$ cat src/rtl/serial_bus_master_port_if.sv
// Local request/response and bit-serial bus signals of the initiator port.
// The master modport is the port's view; the slave modport is the far end.
interface serial_bus_master_port_if #(
  parameter int ADDR_WIDTH = 16,
  parameter int DATA_WIDTH = 8
);
  logic                  req_valid;
  logic                  req_ready;
  logic                  req_mode;
  logic [ADDR_WIDTH-1:0] req_addr;
  logic [DATA_WIDTH-1:0] req_wdata;
  logic                  rsp_valid;
  logic                  rsp_err;
  logic [DATA_WIDTH-1:0] rsp_rdata;
  logic                  mode;
  logic                  wr_bus;
  logic                  master_valid;
  logic                  slave_ready;
  logic                  rd_bus;
  logic                  slave_valid;
  logic                  master_ready;
  logic                  split;

  modport master (
    input  req_valid, req_mode, req_addr, req_wdata,
    input  slave_ready, rd_bus, slave_valid, split,
    output req_ready, rsp_valid, rsp_err, rsp_rdata,
    output mode, wr_bus, master_valid, master_ready
  );

  modport slave (
    output req_valid, req_mode, req_addr, req_wdata,
    output slave_ready, rd_bus, slave_valid, split,
    input  req_ready, rsp_valid, rsp_err, rsp_rdata,
    input  mode, wr_bus, master_valid, master_ready
  );
endinterface

$ cat src/rtl/serial_bus_master_port.sv
// Initiator end of the bit-serial bus: serialises mode/address/write data,
// deserialises read data and returns a one-cycle response.
//
// state | meaning
// IDLE  | ready for a local request
// ADDR  | shifting address out on wr_bus, MSB first
// WDATA | shifting write data out on wr_bus, MSB first
// RWAIT | waiting for the first read-data bit
// RDATA | collecting the remaining read-data bits
// RESP  | one-cycle response to the local master
module serial_bus_master_port #(
  parameter int ADDR_WIDTH = 16,
  parameter int DATA_WIDTH = 8,
  parameter int TIMEOUT    = 255
) (
  input logic                      clk,
  input logic                      rst,
  serial_bus_master_port_if.master bus
);
  localparam int CW = $clog2(ADDR_WIDTH + DATA_WIDTH);
  localparam int SW = (TIMEOUT < 1) ? 1 : $clog2(TIMEOUT + 1);
  localparam logic [CW-1:0] ADDR_LAST = CW'(ADDR_WIDTH - 1);
  localparam logic [CW-1:0] DATA_LAST = CW'(DATA_WIDTH - 1);
  localparam logic [SW-1:0] TO_VAL    = SW'(TIMEOUT);

  typedef enum logic [2:0] {IDLE, ADDR, WDATA, RWAIT, RDATA, RESP} state_t;
  state_t state, state_nxt;

  logic [ADDR_WIDTH-1:0] addr_sh;
  logic [DATA_WIDTH-1:0] data_sh;
  logic [DATA_WIDTH-1:0] rdata_sh;
  logic [DATA_WIDTH-1:0] rsp_rdata_r;
  logic [CW-1:0]         bit_cnt;
  logic [SW-1:0]         stall_cnt;
  logic                  mode_r;
  logic                  rsp_err_r;
  logic                  in_wr, in_rd;
  logic                  wr_xfer, rd_xfer, stall, last_bit, timeout_hit;

  assign in_wr       = (state == ADDR) || (state == WDATA);
  assign in_rd       = (state == RWAIT) || (state == RDATA);
  assign wr_xfer     = in_wr && bus.slave_ready;
  assign rd_xfer     = in_rd && bus.slave_valid;
  assign stall       = (in_wr && !bus.slave_ready) ||
                       (in_rd && !bus.slave_valid && !bus.split);
  assign last_bit    = (state == ADDR) ? (bit_cnt == ADDR_LAST) : (bit_cnt == DATA_LAST);
  assign timeout_hit = (TIMEOUT != 0) && stall && ((stall_cnt + SW'(1)) == TO_VAL);

  always_ff @(posedge clk or posedge rst) begin
    if (rst) state <= IDLE;
    else     state <= state_nxt;
  end

  always_comb begin
    state_nxt = state;
    case (state)
      IDLE:  if (bus.req_valid) state_nxt = ADDR;
      ADDR:  if (wr_xfer && last_bit) state_nxt = mode_r ? WDATA : RWAIT;
      WDATA: if (wr_xfer && last_bit) state_nxt = RESP;
      RWAIT,
      RDATA: if (rd_xfer) state_nxt = last_bit ? RESP : RDATA;
      RESP:  state_nxt = IDLE;
      default: state_nxt = IDLE;
    endcase
    if (timeout_hit) state_nxt = RESP;
  end

  // Bus-side outputs decode from state and registers only, never from bus inputs.
  assign bus.req_ready    = (state == IDLE);
  assign bus.master_valid = in_wr;
  assign bus.master_ready = in_rd;
  assign bus.wr_bus       = (state == ADDR)  ? addr_sh[ADDR_WIDTH-1] :
                            (state == WDATA) ? data_sh[DATA_WIDTH-1] : 1'b0;
  assign bus.mode         = mode_r && (state != IDLE);
  assign bus.rsp_valid    = (state == RESP);
  assign bus.rsp_err      = rsp_err_r;
  assign bus.rsp_rdata    = rsp_rdata_r;

  always_ff @(posedge clk or posedge rst) begin
    if (rst) begin
      addr_sh     <= '0;
      data_sh     <= '0;
      rdata_sh    <= '0;
      rsp_rdata_r <= '0;
      bit_cnt     <= '0;
      stall_cnt   <= '0;
      mode_r      <= 1'b0;
      rsp_err_r   <= 1'b0;
    end else begin
      if (state == IDLE && bus.req_valid) begin
        addr_sh     <= bus.req_addr;
        data_sh     <= bus.req_wdata;
        mode_r      <= bus.req_mode;
        bit_cnt     <= '0;
        stall_cnt   <= '0;
        rsp_err_r   <= 1'b0;
        rsp_rdata_r <= '0;
      end
      // Counter wraps to zero on the last bit so each phase starts fresh.
      if (wr_xfer || rd_xfer) begin
        stall_cnt <= '0;
        bit_cnt   <= last_bit ? '0 : bit_cnt + CW'(1);
      end else if (stall) begin
        stall_cnt <= stall_cnt + SW'(1);
      end
      if (state == ADDR && wr_xfer)  addr_sh <= {addr_sh[ADDR_WIDTH-2:0], 1'b0};
      if (state == WDATA && wr_xfer) data_sh <= {data_sh[DATA_WIDTH-2:0], 1'b0};
      if (rd_xfer) begin
        rdata_sh <= {rdata_sh[DATA_WIDTH-2:0], bus.rd_bus};
        if (last_bit) rsp_rdata_r <= {rdata_sh[DATA_WIDTH-2:0], bus.rd_bus};
      end
      if (timeout_hit) begin
        rsp_err_r   <= 1'b1;
        rsp_rdata_r <= '0;
      end
    end
  end
endmodule

$ cat src/flat_wrapper.sv
// flat-port wrapper written by rule: the top's interface ports become plain ports
module serial_bus_master_port_flat 
#(
  parameter int ADDR_WIDTH = 16,
  parameter int DATA_WIDTH = 8,
  parameter int TIMEOUT    = 255
)
  (clk, rst, bus_req_valid, bus_req_mode, bus_req_addr, bus_req_wdata, bus_slave_ready, bus_rd_bus, bus_slave_valid, bus_split, bus_req_ready, bus_rsp_valid, bus_rsp_err, bus_rsp_rdata, bus_mode, bus_wr_bus, bus_master_valid, bus_master_ready);
  serial_bus_master_port_if #(.ADDR_WIDTH(ADDR_WIDTH), .DATA_WIDTH(DATA_WIDTH)) bus_i ();
  input logic clk;
  input logic rst;
  input wire logic [$bits(bus_i.req_valid)-1:0] bus_req_valid;
  input wire logic [$bits(bus_i.req_mode)-1:0] bus_req_mode;
  input wire logic [$bits(bus_i.req_addr)-1:0] bus_req_addr;
  input wire logic [$bits(bus_i.req_wdata)-1:0] bus_req_wdata;
  input wire logic [$bits(bus_i.slave_ready)-1:0] bus_slave_ready;
  input wire logic [$bits(bus_i.rd_bus)-1:0] bus_rd_bus;
  input wire logic [$bits(bus_i.slave_valid)-1:0] bus_slave_valid;
  input wire logic [$bits(bus_i.split)-1:0] bus_split;
  output wire logic [$bits(bus_i.req_ready)-1:0] bus_req_ready;
  output wire logic [$bits(bus_i.rsp_valid)-1:0] bus_rsp_valid;
  output wire logic [$bits(bus_i.rsp_err)-1:0] bus_rsp_err;
  output wire logic [$bits(bus_i.rsp_rdata)-1:0] bus_rsp_rdata;
  output wire logic [$bits(bus_i.mode)-1:0] bus_mode;
  output wire logic [$bits(bus_i.wr_bus)-1:0] bus_wr_bus;
  output wire logic [$bits(bus_i.master_valid)-1:0] bus_master_valid;
  output wire logic [$bits(bus_i.master_ready)-1:0] bus_master_ready;
  assign bus_i.req_valid = bus_req_valid;
  assign bus_i.req_mode = bus_req_mode;
  assign bus_i.req_addr = bus_req_addr;
  assign bus_i.req_wdata = bus_req_wdata;
  assign bus_i.slave_ready = bus_slave_ready;
  assign bus_i.rd_bus = bus_rd_bus;
  assign bus_i.slave_valid = bus_slave_valid;
  assign bus_i.split = bus_split;
  assign bus_req_ready = bus_i.req_ready;
  assign bus_rsp_valid = bus_i.rsp_valid;
  assign bus_rsp_err = bus_i.rsp_err;
  assign bus_rsp_rdata = bus_i.rsp_rdata;
  assign bus_mode = bus_i.mode;
  assign bus_wr_bus = bus_i.wr_bus;
  assign bus_master_valid = bus_i.master_valid;
  assign bus_master_ready = bus_i.master_ready;
  serial_bus_master_port #(.ADDR_WIDTH(ADDR_WIDTH), .DATA_WIDTH(DATA_WIDTH), .TIMEOUT(TIMEOUT)) u_core (.clk(clk), .rst(rst), .bus(bus_i));
endmodule
$ cat config.mk
export PLATFORM = sky130hd
export DESIGN_NAME = serial_bus_master_port_flat
export DESIGN_NICKNAME = d
export VERILOG_FILES = /design/src/rtl/serial_bus_master_port_if.sv /design/src/rtl/serial_bus_master_port.sv /design/src/flat_wrapper.sv
export SDC_FILE = /design/constraint.sdc
export NUM_CORES = 1
export LEC_CHECK = 0
export ABC_CLOCK_PERIOD_IN_PS = 2100
export BUFFER_PORTS_ARGS = -buffer_cell sky130_fd_sc_hd__buf_2
export CAP_MARGIN = 5
export CORE_MARGIN = 2
export CORE_UTILIZATION = 31
export CTS_BUF_LIST = sky130_fd_sc_hd__clkbuf_16
export CTS_CLUSTER_SIZE = 8
export DETAILED_ROUTE_END_ITERATION = 12
export SLEW_MARGIN = 5
export SYNTH_ARGS = -nofsm -noshare
export SYNTH_HDL_FRONTEND = slang
export SYNTH_SLANG_ARGS = --single-unit
export TNS_END_PERCENT = 10
$ cat constraint.sdc
create_clock -name clk -period 2.1 [get_ports clk]
set_input_delay 0.42 -clock clk [delete_from_list [all_inputs] [get_ports clk]]
set_output_delay 0.42 -clock clk [all_outputs]
set_load 0.05 [all_outputs]
=== Word level (Yosys, flattened, before mapping) ===
Index checks and enable logic that the tools add are counted.

* Register bits after elaboration: 57
* Input port bits: 32
* Output and inout bits: 15
* Word-level logic and storage cells: 77

* Add/sub/neg operators: 2
* Equal/unequal tests: 12
* Muxes and demuxes: 27
* Reductions and logical operators: 27

{| class="wikitable"
|+ Operators by type and width
! operator !! count
|-
| 8-bit two-way mux || 9
|-
| 16-bit two-way mux || 2
|-
| 3-bit two-way mux || 5
|-
| 5-bit two-way mux || 3
|-
| 3-bit case mux with 4 select lines || 1
|-
| 1-bit logical AND || 11
|-
| 3-bit by 2-bit inequality test with 1-bit output, second input constant || 3
|-
| 8-bit by 1-bit adder with 8-bit output, second input constant || 1
|-
| 8-bit == test, second input constant || 1
|-
| 2-bit nonzero test || 4
|-
| 1-bit two-way mux || 7
|-
| 3-bit by 2-bit == test with 1-bit output, second input constant || 2
|-
| 3-bit == test, second input constant || 2
|-
| 3-bit nonzero test || 2
|-
| 5-bit by 1-bit adder with 5-bit output, second input constant || 1
|-
| 5-bit by 3-bit == test with 1-bit output, second input constant || 1
|-
| 5-bit by 4-bit == test with 1-bit output, second input constant || 1
|-
| 1-bit logical OR || 4
|-
| 4-bit AND reduction || 1
|-
| 3-bit by 1-bit == test with 1-bit output, second input constant || 1
|-
| 1-bit zero test || 3
|-
| 3-bit zero test || 1
|-
| 3-bit by 1-bit inequality test with 1-bit output, second input constant || 1
|-
| 2-bit OR reduction || 1
|}

=== Depth between registers and ports, before layout ===
Gate-level depths: netlist (run 1).

* Depth in word-level cells: 8
* Gate-level depth with buffers: 8
* Gate-level depth less buffers: 6

=== Worst setup path before layout (run 1) ===
OpenSTA, ideal clock, no wires.

* Path kind: flip-flop to flip-flop
* Start point: register u_core.state[1]
* End point: register u_core.addr_sh[7]
* Library setup time: 135 ps
* Arrival: 2147 ps
* Data required time: 1965 ps
* Slack: -182 ps
* Stages on the path, launching flop included: 8
* Buffers on the path: 3
* Period minus slack after synthesis: 2282 ps
* Path through: dfrtp_1 > buf_6 > buf_6 > nor3_2 > nand2_2 > buf_2 > mux2i_1 > o21ai_0

* Elaborated cells on any way between the ends: 9
* Classes of those cells: 2 x eq/ne; 1 x mux; 6 x reduce/logical

{| class="wikitable"
|+ RTL lines
! element !! RTL line !! source
|-
| start, declared || serial_bus_master_port.sv:27 || <nowiki>state_t state, state_nxt;</nowiki>
|-
| start signal, assigned || serial_bus_master_port.sv:51 || <nowiki>else state <= state_nxt;</nowiki>
|-
| 3-bit zero test || -- ||
|-
| named net bus_req_ready || flat_wrapper.sv:20 || <nowiki>output wire logic [$bits(bus_i.req_ready)-1:0] bus_req_ready;</nowiki>
|-
| 1-bit logical AND || serial_bus_master_port.sv:90 || <nowiki>if (state == IDLE && bus.req_valid) begin</nowiki>
|-
| 2-bit nonzero test (no source line) || -- ||
|-
| end signal, assigned || serial_bus_master_port.sv:91 || <nowiki>addr_sh <= bus.req_addr;</nowiki>
|-
| end signal, assigned || serial_bus_master_port.sv:106 || <nowiki>if (state == ADDR && wr_xfer) addr_sh <= {addr_sh[ADDR_WIDTH-2:0], 1'b0};</nowiki>
|-
| end, declared || serial_bus_master_port.sv:29 || <nowiki>logic [ADDR_WIDTH-1:0] addr_sh;</nowiki>
|}

The timed path passes the listed nets, and every way through them passes these cells.
A chain may end at the register's enable or synchronous reset.

=== Final worst setup path (run 1) ===
* Start point: register u_core.state[0]
* End point: output port bus_master_ready

* Cells in the longest elaborated chain, start to end: 2
* Elaborated cells on any way between the ends: 3
* Classes of those cells: 2 x eq/ne; 1 x reduce/logical

{| class="wikitable"
|+ RTL lines
! element !! RTL line !! source
|-
| 3-bit by 2-bit == test with 1-bit output or 3-bit == test (tied branches) || serial_bus_master_port.sv:41 || <nowiki>assign in_rd = (state == RWAIT) || (state == RDATA);</nowiki>
|-
| 1-bit logical OR * || serial_bus_master_port.sv:41 ||
|-
| end, declared || flat_wrapper.sv:27 || <nowiki>output wire logic [$bits(bus_i.master_ready)-1:0] bus_master_ready;</nowiki>
|}

Mark *: on every way between the ends. The rest lies on a longest branch, timed or not.

==> metrics.md, run 1 <==
| Metric | Value |
|---|---|
| Total CTS buffers | `9` |
| DRC violations left | `0` |
| Critical Path End Type | `output pin` |
| Die span in x | `just over 100 um` |
| Non-filler cells, final | `approximately 480` |
| CTS max path bufs | `2` |
| Most Crowded Layer GR | `met2` |
| Final Hold Viols | `0` |
| DP HPWL | `4400 um` |
| Num rows | `35` |
| Fin crit period | `2040 ps` |
| Pwr dens | `around 1500 nW/um^2` |
| Fraction of layout cells with a size suffix above 1 | `between 30% and 40%` |
| First-pass GRT wire length | `about 11000 um` |
| Effective utilization at floorplan | `between 30% and 40%` |
| Number of synthesized flops with an enable pin | `0` |
| Total core area | `9240 um^2` |
| Root Driver | `clkbuf_16` |
| Number of global-route vias before repair | `approximately 2300` |
| Final antenna-violating net count | `0` |
| Clk sink count | `57` |
| I/O pin count | `47` |
| Fin. max-slew vios | `0` |
| Placed Cells | `around 460` |
| CP Data Required Time | `approximately 1700 ps` |
| Synth Cell Area | `roughly 3000 um^2` |
| Hold Buf Count CTS | `0` |
| Total Wirelength | `6470 um` |
| Syn-to-layout area delta | `25.9%` |
| Least-Margin Pin Slew | `494 ps` |
| F_max | `around 500 MHz` |
| Vias/cell | `4.85` |
| Seq cells post-synth | `57` |
| Biggest cell delay along the critical path | `roughly 440 ps` |
| Hold WC Path Type | `in2async` |
| GR Util All Layers | `around an eighth` |
| R2r setup slk | `160 ps` |
| Async SR Flop Fraction | `100%` |
| Nets | `between 300 and 400` |
| Syn Inst Count | `288` |
| Placed Area | `roughly 3400 um^2` |
| Port buffer count | `between 40 and 50` |
| Worst slew margin | `between 60% and 70%` |
| Initial antenna violation count | `0` |
| Leakage | `around 1.7 nW` |
| Max IR drop VDD | `about 0.00073 V` |
| Fill cells | `924` |
| GR Overflow Total | `0` |
| Worst Skew | `about 5.3 ps` |
| Sequential-to-total area share from yosys stat | `about half` |
| Critical Path Source Type | `flop` |
| Critical path fanouts, max | `7` |
| Syn avg cell area | `just over 10 um^2` |
| Main synth FF type | `dfrtp_1` |
| Final setup fails | `0` |
| GR Layer Usage met1 | `between 10% and 20%` |
| Max_cap viols | `0` |
| DR vias | `2337` |
| Status | `completed` |
| First-pass detailed-route iteration total | `4` |
| Ant. Diodes | `0` |
| Drt wl/cell | `about 13 um` |
| Crit path arrival time | `~1600 ps` |
| Final Cycle Share | `between 90% and 100%` |
| Initial drt markers | `about 130` |
| Synth Net Count | `around 320` |
| Worst path slowest cell | `dfrtp_2` |
| CP Cell Sequence | `buf_4 -> and3b_1 -> or2_2 -> buf_6` |
| CTS tree | `built` |
| Die area | `10400 um^2` |
| Worst-path clk slew | `about 50 ps` |
| Fin area | `between 3000 and 4000 um^2` |
| Setup CP Type | `reg2out` |
| Met2 usage | `about a fifth` |
| Die Height | `102 um` |
| Pin count of the biggest net entering global routing | `58` |
| Synth cell types | `58` |
| Syn. warnings | `0` |
| RSZ-0062 raised after global routing | `no` |
| Worst-Skew Late Latency | `about 330 ps` |
| M3 GR Usage | `slightly below 4%` |
| Gpl congestion | `0.799` |
| Delay-heaviest family, CP | `simple AND/OR/NAND/NOR gates` |
| H-tree depth | `3` |
| Sum Neg Setup Slack | `0 ps` |
| Buf/Inv on CP | `2` |
-- worst register-to-register path: cells and delay by family, from the launching register on --
family | cells | cell delay [ps]
fa+ha+maj | 1 | 270
flops | 1 | 380
compound gates | 3 | 660
simple gates | 2 | 520
-- timing repair --
| item | in CTS | in global routing |
|---|---|---|
| gates resized for setup | 1 | 6 |
| cloned | 0 | 0 |
| hold endpoints to repair | 0 | 0 |
| endpoints found under the setup margin | 3 | 4 |
| buffers inserted | 0 | 3 |
| pin swaps | 0 | 0 |
-- stage by stage --
stage	util, %	setup WS, ps	hold WS [ps]	power, W
2_1_floorplan	-	105	450	0.00346
3_3_place_gp	36.9	191	465	0.00389
3_5_place_dp	36.9	132	472	0.00394
4_1_cts	40.0	1.47	158	0.00539
5_1_grt	40.4	11.8	167	0.00578
6_report	40.4	62.6	143	0.00541
-- final timing paths --
path | startpoint | to | cells after the start
setup / recovery | u_core.state[0] | bus_master_ready | 4
hold / removal | rst | u_core.rdata_sh[3] | 3
setup reg to reg | u_core.bit_cnt[0] | u_core.state[0] | 6
hold reg to reg | u_core.addr_sh[13] | u_core.addr_sh[14] | 2
max in group asynchronous | rst | u_core.state[2] | 3
min in group clk | bus_req_mode | u_core.mode_r | 2
-- synthesized netlist by cell type (3+ instances only) --
cell / number / area share, %
o21ai_1: 3 / 0.51
mux2_2: 9 / 3.4
ha_1: 3 / 1.3
xor2_1: 3 / 0.89
dfrtp_1: 57 / 48
nand2b_1: 3 / 0.63
buf_6: 3 / 1.1
a21oi_1: 15 / 2.5
clkbuf_1: 6 / 0.76
o21ai_0: 19 / 3.2
nand2_1: 36 / 4.6
nor2b_1: 6 / 1.3
a31oi_1: 3 / 0.63
buf_2: 5 / 0.84
inv_1: 3 / 0.38
a21o_1: 3 / 0.76
nand3_1: 15 / 2.5
nor2_1: 24 / 3.0
mux2i_1: 18 / 6.1
o22ai_1: 7 / 1.5
-- placed cells by master (no fill, tap or decap), drive strengths merged, types with 2 or more instances in the layout --
cell type	instances
mux2	9
nor3b	4
o22ai	7
nand2	37
inv	4
a21boi	3
xor2	3
a41oi	2
a22oi	3
o21ai	23
a22o	2
o221ai	2
buf	64
mux2i	19
nand3	15
a21oi	16
dfrtp	57
nor3	2
clkinv	5
or2	2
ha	3
o21a	2
nand4bb	2
nor2b	6
nand2b	3
or3	3
clkbuf	9
and2	2
a21o	3
nor2	24
a31oi	3
-- power breakdown --
group | internal, W | switching [W]
registers | 0.00150 | 0.000310
logic | 0.000975 | 0.00122
clock network | 0.000903 | 0.000501
total | 0.00338 | 0.00203
-- cell families (layout without fill, tap and decap cells) --
family / Yosys count / after routing / synth area share, %
simple gates: 104 / 104 / 17.9
compound gates: 72 / 72 / 17.7
flops: 57 / 57 / 48.2
mux: 28 / 28 / 9.97
buf+inv: 19 / 84 / 3.51
fa+ha+maj: 4 / 4 / 1.61
xor+xnor: 4 / 4 / 1.18
-- area by class of cell --
cell class,instances,area [um^2],area share (%)
timing repair buffer,64,397,10.6
multi-input combinational,212,1440,38.6
inverter,4,15.0,0.403
sequential,57,1430,38.3
tap,129,161,4.33
clock buffer,9,225,6.04
clock inverter,7,61.3,1.64
-- flip-flops by register name (all words and copies together), names as in the netlist --
register / count
u_core.addr_sh: 16
u_core.bit_cnt: 5
u_core.bus.rsp_err: 1
u_core.bus.rsp_rdata: 8
u_core.data_sh: 8
u_core.mode_r: 1
u_core.rdata_sh: 7
u_core.stall_cnt: 8
u_core.state: 3
-- metal layers --
metal	wire length, um	part of all wire [%]
met1	3110	48
met2	2910	45
met3	335	5.2
met4	110	1.7
met5	0	0
No activity file was read; power rests on OpenSTA's default activity.
==> run 2, diff against run 1 <==
--- a/config.mk
+++ b/config.mk
@@ -8,6 +8,7 @@
 export ABC_CLOCK_PERIOD_IN_PS = 2100
 export BUFFER_PORTS_ARGS = -buffer_cell sky130_fd_sc_hd__buf_2
 export CAP_MARGIN = 5
+export CORE_ASPECT_RATIO = 0.5
 export CORE_MARGIN = 2
 export CORE_UTILIZATION = 31
 export CTS_BUF_LIST = sky130_fd_sc_hd__clkbuf_16
==> metrics.md, run 2 (synthesis gave the netlist of run 1 again) <==
| Metric | Value |
|---|---|
| Status | `completed` |
| Final antenna-violating net count | `0` |
| First-pass detailed-route iteration total | `4` |
| Final Cycle Share | `96.8%` |
| Worst-path clk slew | `~50 ps` |
| Gpl congestion | `between 0.7 and 0.8` |
| Fraction of layout cells with a size suffix above 1 | `31.0%` |
| Max reg flops | `16` |
| Critical path fanouts, max | `5` |
| Worst path slowest cell | `dfrtp_2` |
| R2R Path Start | `u_core.state[0]` |
| Die Height | `about 73 um` |
| Worst-Skew Late Latency | `approximately 320 ps` |
| Fin crit period | `2030 ps` |
| R2r setup slk | `approximately 220 ps` |
| Syn-to-layout area delta | `27.1%` |
| DR vias | `~2300` |
| Least-Margin Pin Slew | `a little over 500 ps` |
| Total CTS buffers | `9` |
| Leakage | `between 1.5 and 2 nW` |
| Worst Skew | `between 7 and 8 ps` |
| Crit path arrival time | `roughly 1600 ps` |
| Register-to-Register Path Depth | `6` |
| Max IR drop VDD | `around 0.00049 V` |
| Clk sink count | `57` |
| Non-filler cells, final | `473` |
| RSZ-0062 raised after global routing | `no` |
| Port buffer count | `46` |
| Initial antenna violation count | `0` |
| Hold WC Path Type | `in2async` |
| Worst slew margin | `65.8%` |
| F_max | `just under 500 MHz` |
| Initial drt markers | `150` |
| Num rows | `25` |
| H-tree depth | `3` |
| Vias/cell | `about 4.8` |
| Pin count of the biggest net entering global routing | `36` |
| Die span in x | `between 100 and 150 um` |
| GR Overflow Total | `0` |
| Commonest non-fill, non-tap cells in the layout | `dfrtp_1, buf_2, nand2_1, nor2_1, o21ai_0` |
| GR Util All Layers | `13.4%` |
| Most common cell after layout, fill and taps aside | `dfrtp_1` |
| DP HPWL | `approximately 4400 um` |
| CP Data Required Time | `around 1700 ps` |
| Setup CP Type | `reg2out` |
| Ant. Diodes | `0` |
| Most flop-heavy register | `u_core.addr_sh` |
| Max_cap viols | `0` |
| Critical Path End Type | `output pin` |
| Total Wirelength | `around 6200 um` |
| FF-to-FF End | `u_core.bit_cnt[4]` |
| I/O pin count | `47` |
| CP Cell Sequence | `buf_4 -> and3b_1 -> or2_2 -> clkbuf_4` |
| First-pass GRT wire length | `~11000 um` |
| Final setup fails | `0` |
| Number of global-route vias before repair | `2188` |
| Die area | `10400 um^2` |
| DRC violations left | `0` |
| Nets | `between 300 and 400` |
| Total core area | `between 9000 and 10000 um^2` |
| CTS tree | `built` |
| Biggest cell delay along the critical path | `about 430 ps` |
| Fin. max-slew vios | `0` |
| Root Driver | `clkbuf_16` |
| CTS max path bufs | `2` |
| Final Hold Viols | `0` |
| Sum Neg Setup Slack | `0 ps` |
| Placed Cells | `roughly 460` |
| Effective utilization at floorplan | `roughly a third` |
| Pwr dens | `roughly 1500 nW/um^2` |
| Critical Path Source Type | `flop` |
| Drt wl/cell | `between 10 and 15 um` |
==> run 2: cell types whose count changed in the layout (fill, tap and decap cells not counted), sizes merged <==
cell      change
buf           -2
bufinv        +2
clkinv        -1
clkbuf        +1
clkinvlp      -1
==> run 2: final cells by class <==
cell class	count	area [um^2]
clock buffers	9	225
clock inverters	7	109
fillers	895	5590
inverters	4	15.0
multi-input cells	212	1440
flip-flops and latches	57	1430
well taps	121	151
repair buffers	63	398
==> run 2: what timing repair did <==
action	CTS	global route
gates resized for setup	1	2
hold buffers	0	0
setup endpoints to repair	4	1
setup buffers	2	0
==> run 2: per-layer routing <==
| metal | GRT usage [%] | routed length [um] |
|---|---|---|
| met1 | 18.0 | 3150 |
| met2 | 20.3 | 2820 |
| met3 | 4.66 | 197 |
| met4 | 4.33 | 70 |
| met5 | 0 | 0 |
==> run 2: worst max path at each step <==
stage,from,endpoint,cells past startpoint
after floorplan,u_core.state[0],bus_wr_bus,4
after global placement,u_core.state[0],u_core.bit_cnt[4],7
after detailed placement,u_core.state[0],u_core.bit_cnt[3],7
after CTS,u_core.state[1],bus_wr_bus,5
after global routing,u_core.state[1],bus_wr_bus,5
final,u_core.state[0],bus_master_ready,4
==> run 2: critical path: cells and delay by family (launching register included) <==
family / cells / cell delay (ps)
buffers and inverters: 2 / 380
DFF: 1 / 430
and+or+nand+nor: 2 / 470
==> run 2: through the flow <==
stage                     instance area (um^2)  utilization, %  power (W)  setup WS [ps]  hold WS [ps]
after floorplan                           2970               -    0.00346            105           450
after global placement                    3410            36.5    0.00395            184           458
after detailed placement                  3410            36.5    0.00398            193           462
after CTS                                 3760            40.2    0.00570           45.9           144
after global routing                      3760            40.3    0.00603          0.437           176
final                                     3760            40.3    0.00563           67.2           126
==> run 2: report_power, final <==
group / leakage (nW) / switching [W] / total [W] / internal (W)
Sequential: 0.724 / 0.000284 / 0.00178 / 0.00150
Combinational: 0.880 / 0.00122 / 0.00221 / 0.000992
Clock: 0.167 / 0.000499 / 0.00164 / 0.00115
==> run 3, diff against run 2 <==
--- a/config.mk
+++ b/config.mk
@@ -5,6 +5,7 @@
 export SDC_FILE = /design/constraint.sdc
 export NUM_CORES = 1
 export LEC_CHECK = 0
+export ABC_AREA = 1
 export ABC_CLOCK_PERIOD_IN_PS = 2100
 export BUFFER_PORTS_ARGS = -buffer_cell sky130_fd_sc_hd__buf_2
 export CAP_MARGIN = 5
==> metrics.md, run 3 <==
| Metric | Value |
|---|---|
| Status | `completed` |
| Fin area | `approximately 3800 um^2` |
| Most flop-heavy register | `u_core.addr_sh` |
| Syn. warnings | `0` |
| Critical path fanouts, max | `8` |
| Effective utilization at floorplan | `between 30% and 40%` |
| Sum Neg Setup Slack | `0 ps` |
| Max reg flops | `16` |
| Critical Path Source Type | `flop` |
| Min Hold Slack | `about 150 ps` |
| Root Driver | `clkbuf_16` |
| Sequential-to-total area share from yosys stat | `a little under half` |
| Worst-Skew Late Latency | `roughly 320 ps` |
| Synth top area share | `a little under half` |
| Number of global-route vias before repair | `around 2500` |
| Placed Area | `3400 um^2` |
| Crit. Startpoint | `u_core.state[2]` |
| Crit path arrival time | `about 1600 ps` |
| Ant. Diodes | `0` |
| Max IR drop VDD | `between 0.0006 and 0.0007 V` |
| Gpl congestion | `slightly above 0.8` |
| Initial drt markers | `~190` |
| Seq cells post-synth | `57` |
| RSZ-0062 raised after global routing | `no` |
| First-pass GRT wire length | `~11000 um` |
| Ranking of synthesized cells by area | `dfrtp_1, nand2_1, inv_1` |
| Final Cycle Share | `between 90% and 100%` |
| Die area | `about 11000 um^2` |
| Port buffer count | `46` |
| Post-synth top cells | `nand2_1, dfrtp_1, inv_1` |
| DRC violations left | `0` |
| Final Hold Viols | `0` |
| Syn Inst Count | `389` |
| Async SR Flop Fraction | `100%` |
| R2r setup slk | `slightly above 300 ps` |
| Final antenna-violating net count | `0` |
| F_max | `around 500 MHz` |
| Leakage | `1.99 nW` |
| DR vias | `about 2600` |
| Most frequent cell after synthesis | `nand2_1` |
| Pin count of the biggest net entering global routing | `a little under 60` |
| R2R Path Start | `u_core.stall_cnt[1]` |
| GR Overflow Total | `0` |
| Drt wl/cell | `11.6 um` |
| CP Data Required Time | `~1700 ps` |
| Worst slew margin | `~73%` |
| Main synth FF type | `dfrtp_1` |
| Fin. max-slew vios | `0` |
| DP HPWL | `4700 um` |
| Least-Margin Pin Slew | `a little over 400 ps` |
| Max_cap viols | `0` |
| Num rows | `25` |
| Fin crit period | `between 2000 and 2500 ps` |
| Die span in x | `around 140 um` |
| Setup CP Type | `reg2out` |
| Final setup fails | `0` |
| Synth Net Count | `between 400 and 500` |
| Die Height | `roughly 74 um` |
| Nets | `473` |
| Total CTS buffers | `9` |
| Pwr dens | `around 1500 nW/um^2` |
| CTS max path bufs | `2` |
| I/O pin count | `47` |
| Commonest non-fill, non-tap cells in the layout | `nand2_1, dfrtp_1, inv_1, buf_2, nor2_1` |
| Critical Path End Type | `output pin` |
| First-pass detailed-route iteration total | `4` |
| Total Wirelength | `approximately 6700 um` |
| Cell taking the most area after synthesis | `dfrtp_1` |
| Fraction of layout cells with a size suffix above 1 | `21.0%` |
| Syn avg cell area | `between 7 and 8 um^2` |
| Synth Cell Area | `3040 um^2` |
| Hold WC Path Type | `in2async` |
| GR Util All Layers | `13.8%` |
| Vias/cell | `between 4 and 5` |
| Synth cell types | `30` |
| Worst-path clk slew | `~50 ps` |
| Worst Skew | `a little over 8 ps` |
| Syn-to-layout area delta | `23.9%` |
| Total core area | `between 9000 and 10000 um^2` |
| H-tree depth | `3` |
| Initial antenna violation count | `0` |
| CTS tree | `built` |
| Number of synthesized flops with an enable pin | `0` |
| Clk sink count | `57` |
| Most common cell after layout, fill and taps aside | `nand2_1` |
==> run 3: what timing repair did <==
| action | in CTS | in global routing |
|---|---|---|
| resized for setup | 0 | 3 |
| setup buffers | 0 | 0 |
| endpoints found under the setup margin | 0 | 2 |
| hold buffers | 0 | 0 |
==> run 3: final timing paths <==
path | depth (start not counted) | endpoint
min | 3 | u_core.rdata_sh[3]
max reg2reg | 10 | u_core.state[1]
min reg2reg | 2 | u_core.bus.rsp_err
min in group clk | 3 | u_core.rdata_sh[0]
max in group asynchronous | 3 | u_core.state[0]
max | 4 | bus_wr_bus
==> run 3: area by class of cell <==
class | count | area (um^2)
tap | 135 | 169
clock buffer | 9 | 225
timing repair buffer | 50 | 278
multi-input combinational | 257 | 1280
clock inverter | 6 | 131
inverter | 63 | 251
fill | 975 | 5710
sequential | 57 | 1430
==> run 3: critical path, cell delays in order (launching register included) <==
cell	delay, ps
dfrtp_1	480
inv_4	160
nand3_2	170
o21ai_1	200
clkbuf_4	260
==> run 3: per-stage QoR <==
step	std cells	power, W	util (%)	worst slack (ps)
floorplan	389	0.00335	-	66.1
global placement	562	0.00372	35.9	365
detailed placement	562	0.00376	35.9	328
CTS	577	0.00555	39.6	46.7
global route	577	0.00588	39.7	0.0103
finish	577	0.00551	39.7	95.5
==> run 3: logic make-up (layout without fill, tap and decap cells) <==
| kind of cell | Yosys count | count (layout) | synth area share [%] |
|---|---|---|---|
| flops | 57 | 57 | 47.0 |
| fa+ha+maj | 3 | 3 | 1.24 |
| buf+inv | 75 | 128 | 11.0 |
| xor+xnor | 2 | 2 | 0.577 |
| simple gates | 191 | 191 | 28.3 |
| compound gates | 61 | 61 | 11.9 |
==> run 3: routing by layer <==
layer | GRT usage, % | vias up | share of wire [%]
met5 | 0 | - | 0
met4 | 6.10 | 0 | 1.7
met3 | 3.86 | 13 | 3.5
met2 | 21.8 | 38 | 44
met1 | 18.0 | 1184 | 50
li1 | - | 1342 | -
==> run 3: where the power goes <==
part           total, W  leakage, nW  switching (W)  internal (W)
registers       0.00177        0.729       0.000267       0.00150
logic           0.00199         1.09        0.00138      0.000611
clock network   0.00175        0.169       0.000489       0.00127
total           0.00551         1.99        0.00213       0.00338
